===== src/rtl/ii_window_loader.sv =====
// ---------------------------------------------------------------------------
// ii_window_loader
//   Feeder for the Haar cascade classifier. Accepts a WIN x WIN window of
//   pixels in raster order, builds the (WIN+1)x(WIN+1) integral image (zero
//   first row and column) and writes it into the classifier II RAM. It then
//   derives the variance normalisation factor, pulses start_o to the cascade,
//   waits for done_i and hands the classification result back upstream.
//
// Ports
//   clk_i, rst_i            clock / asynchronous active-low reset
//   load_i                  start a window load (honoured in IDLE only)
//   pixel_data_i/_val_i     pixel stream input; pixel_rdy_o is the ready
//   ii_addr_wr_o/_data_wr_o/_val_wr_o   II RAM write port
//   variance_norm_factor_o  floor(sqrt(WIN^2*sum(p^2) - sum(p)^2)), min 1
//   start_o                 one-cycle cascade start
//   done_i, result_i        cascade completion and its result
//   busy_o                  high whenever the FSM is not IDLE
//   result_o, result_val_o  captured result and its one-cycle update strobe
// ---------------------------------------------------------------------------
module ii_window_loader #(
    parameter int LENGHT_LINE_II = 21,
    parameter int ADDR_WIDTH_II  = $clog2(LENGHT_LINE_II**2),
    parameter int PIXEL_WIDTH    = 8
) (
    input  logic                     clk_i,
    input  logic                     rst_i,
    input  logic                     load_i,
    input  logic [PIXEL_WIDTH-1:0]   pixel_data_i,
    input  logic                     pixel_val_i,
    output logic                     pixel_rdy_o,
    output logic [ADDR_WIDTH_II-1:0] ii_addr_wr_o,
    output logic [31:0]              ii_data_wr_o,
    output logic                     ii_val_wr_o,
    output logic [31:0]              variance_norm_factor_o,
    output logic                     start_o,
    input  logic                     done_i,
    input  logic                     result_i,
    output logic                     busy_o,
    output logic                     result_o,
    output logic                     result_val_o
);

    localparam int WIN = LENGHT_LINE_II - 1;
    localparam int AW  = ADDR_WIDTH_II;
    // Counter must hold both 0..WIN and the 20 sqrt iterations.
    localparam int CW  = ($clog2(LENGHT_LINE_II) > 5) ? $clog2(LENGHT_LINE_II) : 5;

    // Square root: 40-bit radicand, 2 bits per cycle -> 20 iterations.
    localparam int RW       = 40;
    localparam int SQW      = RW / 2;
    localparam int RMW      = SQW + 2;
    localparam int SQ_STEPS = SQW;

    localparam logic [CW-1:0] C_WIN     = CW'(WIN);
    localparam logic [CW-1:0] C_WIN_M1  = CW'(WIN - 1);
    localparam logic [CW-1:0] C_SQ_LAST = CW'(SQ_STEPS - 1);
    localparam logic [AW-1:0] C_LINE    = AW'(LENGHT_LINE_II);

    typedef enum logic [3:0] {
        S_IDLE, S_CLEAR, S_COL0, S_PIX, S_NORM, S_SQRT, S_START, S_WAIT, S_DONE
    } state_t;

    state_t r_state;
    state_t w_state_nxt;

    logic [CW-1:0]  r_cnt;
    logic [CW-1:0]  r_row;
    logic [CW-1:0]  r_col;
    logic [AW-1:0]  r_row_base;   // (row+1)*LENGHT_LINE_II, tracked incrementally
    logic [31:0]    r_rowsum;
    logic [31:0]    r_lb [WIN];   // II values of the previous II row, columns 1..WIN
    logic [31:0]    r_sum;
    logic [31:0]    r_sqsum;

    logic [RW-1:0]  r_rad;
    logic [RMW-1:0] r_rem;
    logic [SQW-1:0] r_root;

    logic [AW-1:0]  r_ii_addr;
    logic [31:0]    r_ii_data;
    logic           r_ii_val;
    logic [31:0]    r_factor;
    logic           r_result;

    logic           w_xfer;
    logic [31:0]    w_pix;
    logic [31:0]    w_rowsum_nxt;
    logic [31:0]    w_ii;
    logic [RW-1:0]  w_sq_a;
    logic [RW-1:0]  w_sq_b;
    logic signed [RW-1:0] w_nf;
    logic [RW-1:0]  w_rad;
    logic [RMW-1:0] w_rem_nxt;
    logic [SQW-1:0] w_root_nxt;

    // One restoring-sqrt iteration: bring down two radicand bits, try to
    // subtract (4*root + 1), and shift the resulting root bit in.
    function automatic logic [RMW+SQW-1:0] sqrt_step(
        input logic [RMW-1:0] rem,
        input logic [SQW-1:0] root,
        input logic [1:0]     bits
    );
        logic [RMW+1:0] t;
        logic [RMW+1:0] trial;
        t     = {rem, bits};
        trial = (RMW+2)'({root, 2'b01});
        if (t >= trial)
            sqrt_step = {RMW'(t - trial), root[SQW-2:0], 1'b1};
        else
            sqrt_step = {RMW'(t), root[SQW-2:0], 1'b0};
    endfunction

    // A non-positive variance would make the cascade divide by zero, so the
    // radicand is clamped to 1.
    function automatic logic [RW-1:0] clamp_radicand(input logic signed [RW-1:0] nf);
        clamp_radicand = (nf <= 0) ? RW'(1) : $unsigned(nf);
    endfunction

    assign w_xfer       = (r_state == S_PIX) && pixel_val_i;
    assign w_pix        = 32'(pixel_data_i);
    assign w_rowsum_nxt = r_rowsum + w_pix;
    assign w_ii         = r_lb[r_col] + w_rowsum_nxt;

    assign w_sq_a = RW'(WIN * WIN) * RW'(r_sqsum);
    assign w_sq_b = RW'(r_sum) * RW'(r_sum);
    assign w_nf   = $signed(w_sq_a - w_sq_b);
    assign w_rad  = clamp_radicand(w_nf);

    assign {w_rem_nxt, w_root_nxt} = sqrt_step(r_rem, r_root, r_rad[RW-1:RW-2]);

    assign ii_addr_wr_o           = r_ii_addr;
    assign ii_data_wr_o           = r_ii_data;
    assign ii_val_wr_o            = r_ii_val;
    assign variance_norm_factor_o = r_factor;
    assign result_o               = r_result;

    always_ff @(posedge clk_i or negedge rst_i) begin
        if (!rst_i) r_state <= S_IDLE;
        else        r_state <= w_state_nxt;
    end

    always_comb begin
        w_state_nxt  = r_state;
        pixel_rdy_o  = 1'b0;
        start_o      = 1'b0;
        result_val_o = 1'b0;
        busy_o       = 1'b1;
        case (r_state)
            S_IDLE: begin
                busy_o = 1'b0;
                if (load_i) w_state_nxt = S_CLEAR;
            end
            S_CLEAR: if (r_cnt == C_WIN) w_state_nxt = S_COL0;
            S_COL0:  w_state_nxt = S_PIX;
            S_PIX: begin
                pixel_rdy_o = 1'b1;
                if (w_xfer && (r_col == C_WIN_M1))
                    w_state_nxt = (r_row == C_WIN_M1) ? S_NORM : S_COL0;
            end
            S_NORM:  w_state_nxt = S_SQRT;
            S_SQRT:  if (r_cnt == C_SQ_LAST) w_state_nxt = S_START;
            S_START: begin
                start_o     = 1'b1;
                w_state_nxt = S_WAIT;
            end
            S_WAIT:  if (done_i) w_state_nxt = S_DONE;
            S_DONE: begin
                result_val_o = 1'b1;
                w_state_nxt  = S_IDLE;
            end
            default: w_state_nxt = S_IDLE;
        endcase
    end

    always_ff @(posedge clk_i or negedge rst_i) begin
        if (!rst_i) begin
            r_cnt      <= '0;
            r_row      <= '0;
            r_col      <= '0;
            r_row_base <= '0;
            r_rowsum   <= '0;
            for (int i = 0; i < WIN; i++) r_lb[i] <= '0;
            r_sum      <= '0;
            r_sqsum    <= '0;
            r_rad      <= '0;
            r_rem      <= '0;
            r_root     <= '0;
            r_ii_addr  <= '0;
            r_ii_data  <= '0;
            r_ii_val   <= 1'b0;
            r_factor   <= '0;
            r_result   <= 1'b0;
        end else begin
            r_ii_val <= 1'b0;
            case (r_state)
                S_IDLE: begin
                    if (load_i) begin
                        r_cnt   <= '0;
                        r_sum   <= '0;
                        r_sqsum <= '0;
                    end
                end
                // Row 0 of the II is all zero; the line buffer starts the
                // first pixel row from an all-zero previous row.
                S_CLEAR: begin
                    r_ii_val  <= 1'b1;
                    r_ii_addr <= AW'(r_cnt);
                    r_ii_data <= '0;
                    r_cnt     <= r_cnt + 1'b1;
                    for (int i = 0; i < WIN; i++) r_lb[i] <= '0;
                    if (r_cnt == C_WIN) begin
                        r_row      <= '0;
                        r_row_base <= C_LINE;
                    end
                end
                S_COL0: begin
                    r_ii_val  <= 1'b1;
                    r_ii_addr <= r_row_base;
                    r_ii_data <= '0;
                    r_col     <= '0;
                    r_rowsum  <= '0;
                end
                S_PIX: begin
                    if (w_xfer) begin
                        r_rowsum    <= w_rowsum_nxt;
                        r_lb[r_col] <= w_ii;
                        r_ii_val    <= 1'b1;
                        r_ii_addr   <= r_row_base + AW'(r_col) + AW'(1);
                        r_ii_data   <= w_ii;
                        r_sum       <= r_sum + w_pix;
                        r_sqsum     <= r_sqsum + w_pix * w_pix;
                        if (r_col == C_WIN_M1) begin
                            if (r_row != C_WIN_M1) begin
                                r_row      <= r_row + 1'b1;
                                r_row_base <= r_row_base + C_LINE;
                            end
                        end else begin
                            r_col <= r_col + 1'b1;
                        end
                    end
                end
                S_NORM: begin
                    r_rad  <= w_rad;
                    r_rem  <= '0;
                    r_root <= '0;
                    r_cnt  <= '0;
                end
                S_SQRT: begin
                    r_rad  <= {r_rad[RW-3:0], 2'b00};
                    r_rem  <= w_rem_nxt;
                    r_root <= w_root_nxt;
                    r_cnt  <= r_cnt + 1'b1;
                    if (r_cnt == C_SQ_LAST) r_factor <= 32'(w_root_nxt);
                end
                S_WAIT: begin
                    if (done_i) r_result <= result_i;
                end
                default: ;
            endcase
        end
    end

endmodule


===== config.mk =====
export PLATFORM = sky130hd
export DESIGN_NAME = ii_window_loader
export DESIGN_NICKNAME = d
export VERILOG_FILES = /design/src/rtl/ii_window_loader.sv
export SDC_FILE = /design/constraint.sdc
export NUM_CORES = 2
export LEC_CHECK = 0
export ABC_AREA = 1
export BUFFER_PORTS_ARGS = -buffer_cell sky130_fd_sc_hd__buf_2
export CAP_MARGIN = 20
export CORE_MARGIN = 2
export CORE_UTILIZATION = 60
export DETAILED_ROUTE_END_ITERATION = 16
export PLACE_DENSITY_LB_ADDON = 0.15
export SYNTH_ARGS = -nofsm -noshare
export SYNTH_HDL_FRONTEND = slang
export SYNTH_SLANG_ARGS = --single-unit

===== constraint.sdc =====
create_clock -name clk_i -period 28.4 [get_ports clk_i]
set_input_delay 2.84 -clock clk_i [delete_from_list [all_inputs] [get_ports clk_i]]
set_output_delay 2.84 -clock clk_i [all_outputs]
set_load 0.005 [all_outputs]

==> results.py <==
metrics = {
    "outcome": {
        "status": "finished, final reports clean",
    },
    "hold_path": {
        "min_from": "r_lb[94]",
        "hold_path_class": "reg -> reg",
        "hold_path_end": "r_lb[94]",
        "hold_depth": 2,
    },
    "drt": {
        "vias": 60600,
        "antenna_left": 0,
        "routed_via_density": 5.85,
        "dr.pass1.iters": 6,
        "drc": 0,
        "drt_iter0_drc": 6721,
        "wl_per_cell_um": 21.1,
        "wl_mm": 219,
    },
    "setup_path": {
        "end_kind": "flop",
        "max_stage_delay_ps": 560,
        "r2r_cells": 48,
        "start_kind": "flop",
        "crit_type": "reg -> reg",
        "r2r_setup_slack_ps": 17340,
        "critical_path_required_ps": 28970,
        "r2r_end": "r_rad[0]",
        "cpMaxStageDelayCell": "nand2_1",
        "cp.arrival_ps": 11630,
        "cp_max_fo": 22,
        "worstReg2RegStart": "r_sqsum[4]",
        "crit_top_cell": "inv_1",
    },
    "sta": {
        "finalHoldViolations": 0,
        "hold_ws_ps": 471,
        "period_share_pct": 38.9,
        "clock_skew_ps": 93.9,
        "worst_slew_pin_slew_ps": 1210,
        "relSlewSlack_pct": 19.5,
        "finalSetupViolCount": 0,
        "setup_ws_ps": 17340,
        "fmax_ghz": 0.0904,
        "fin_setup_tns_ps": 0,
        "finalCriticalPeriod_ps": 11060,
        "drv_slew": 0,
        "grt_setup_unrepaired": "no",
    },
    "floorplanning": {
        "die_area_um2": 124000,
        "die_h_um": 352,
        "num_rows": 127,
        "die_w_um": 352,
        "core_um2": 120000,
        "ios": 93,
        "initial_utilization_pct": 60.6,
    },
    "grt": {
        "antenna_found_initial": 2,
        "grt_pass1_wl_mm": 347,
        "grt_max_degree": 194,
        "grt_pass1_vias": 61042,
        "track_usage_pct": 35.6,
        "grt-ovfl-total": 0,
    },
    "synth": {
        "yosys_register_bits": 909,
        "synth_top_area_cell": "dfrtp_1",
        "syn_inst": 8842,
        "avgSynthCellArea_um2": 8.24,
        "synth_area_leaders": "dfrtp_1 (31%), fa_1 (19%), inv_1 (9.0%), nand2_1 (8.6%), ha_1 (7.0%)",
        "synth_edf_count": 0,
        "synth_cell_types": 63,
        "seq_area_frac_synth_pct": 31.2,
        "synth_area_um2": 72800,
        "synth_top_area_share_pct": 31.2,
        "yosysWarnings": 0,
        "ys_async_sr_fraction_pct": 100,
        "synth_ff_type": "dfrtp_1",
    },
    "placed_design": {
        "globalplace.congestion": 0.984,
        "port_buffers": 80,
        "dp_slack_ps": 17410,
        "dpl.hpwl_mm": 157,
    },
    "cells_and_area": {
        "nNetsFinal": 9793,
        "drive_gt1_share_pct": 5.34,
        "n_fill_cell": 10357,
        "diodes": 0,
        "syn_to_final_growth_pct": 6.84,
    },
    "clocking": {
        "ctsRootBufferMaster": "clkbuf_16",
        "cts-resized-gates": 0,
        "clockBufferDepth": 3,
        "cts.sinks": 909,
        "path_clk_slew_ps": 70,
        "hold_buffers": 0,
        "htreeDepth": 3,
        "post_cts_buffers": 0,
        "cts_tree": "yes",
        "clock_latency_ps": 740,
        "cts_buffers": 98,
    },
    "job": {
        "drv_cap": 0,
    },
}
## final cells by class
type | instances | area [um2] | area share [%]
sequential | 909 | 22800 | 29.2
inverter | 1760 | 6610 | 8.50
clock buffer | 149 | 2880 | 3.71
tap | 1612 | 2020 | 2.59
clock inverter | 30 | 490 | 0.630
multi-input combinational | 5710 | 41700 | 53.6
timing repair buffer | 184 | 1350 | 1.73
## cells by family after synthesis
group / synth area share [%]
xor+xnor: 1.72
compound gates: 14.8
fa+ha+maj: 26.5
simple gates: 14.0
buf+inv: 11.7
other cells: 0.00515
mux: 0.0137
flops: 31.2
## cell usage in the layout, fill, tap and decap left out, types with 22 or more instances in the layout
cell / instances
nand2_1: 1672
a32o_1: 48
buf_2: 79
or2_2: 49
nand4_1: 30
o22ai_1: 278
inv_1: 1741
nor2_2: 24
nand3_1: 245
nor2_1: 356
o21ai_0: 812
a22o_1: 27
fa_1: 707
a21oi_1: 605
clkbuf_1: 27
nor3_1: 64
clkbuf_16: 98
xnor2_1: 47
ha_1: 409
dfrtp_1: 905
a31oi_1: 22
buf_4: 93
clkbuf_8: 24
xor2_1: 94
## worst max-delay path: cells and delay by family, from the launching register on
family / cells / cell delay [ps]
xor gates and xnor gates: 1 / 190
and+or+nand+nor: 16 / 2160
adders and majority gates: 13 / 5730
buffers and inverters: 11 / 790
DFF: 1 / 430
AOI/OAI and AO/OA: 7 / 1630
## metal layers
layer	vias to the layer above	global-route usage, %	routed length [um]
li1	27526	-	-
met1	29799	49.5	89800
met2	2794	54.8	97400
met3	481	8.36	22900
met4	0	12.8	8600
met5	-	0	0
## through the flow
step | cell area [um2] | utilization (%) | cells
2_1_floorplan | 72900 | - | 8853
6_report | 77800 | 64.8 | 10354
3_3_place_gp | 74300 | 61.8 | 10168
5_1_grt | 77800 | 64.8 | 10354
4_1_cts | 77700 | 64.7 | 10349
3_5_place_dp | 74300 | 61.9 | 10170
## how the worst max path moves through the flow
| stage | from | endpoint | cells past startpoint |
|---|---|---|---|
| 2_1_floorplan | r_sqsum[3] | r_rad[21] | 51 |
| 3_3_place_gp | r_sqsum[3] | r_rad[0] | 47 |
| 3_5_place_dp | r_sqsum[3] | r_rad[17] | 47 |
| 4_1_cts | r_sqsum[6] | r_rad[0] | 47 |
| 5_1_grt | r_sqsum[4] | r_rad[21] | 47 |
| 6_report | r_sqsum[4] | r_rad[0] | 48 |
## cells in the mapped netlist, drive strengths merged, types with 20 or more instances
cell,n
a211oi,20
a21oi,607
a22o,27
a31oi,22
a32o,48
buf,103
clkbuf,371
dfrtp,909
fa,707
ha,409
inv,1754
nand2,1680
nand3,246
nand4,30
nor2,386
nor3,72
o21ai,824
o22ai,278
or2,51
xnor2,47
xor2,96
## flip-flops by register name, indices dropped and copies added (netlist names), 4 cells and up
register	cells
variance_norm_factor_o	20
ii_data_wr_o	32
ii_addr_wr_o	9
r_lb	640
r_sqsum	32
r_sum	32
r_rowsum	32
r_cnt	5
r_row	5
r_rad	40
r_root	20
r_state	4
r_col	5
r_rem	22
r_row_base	9
Power is left out: the tool's default activity adds up to more than one toggle a clock period on the data nets, which glitch-free logic cannot reach.
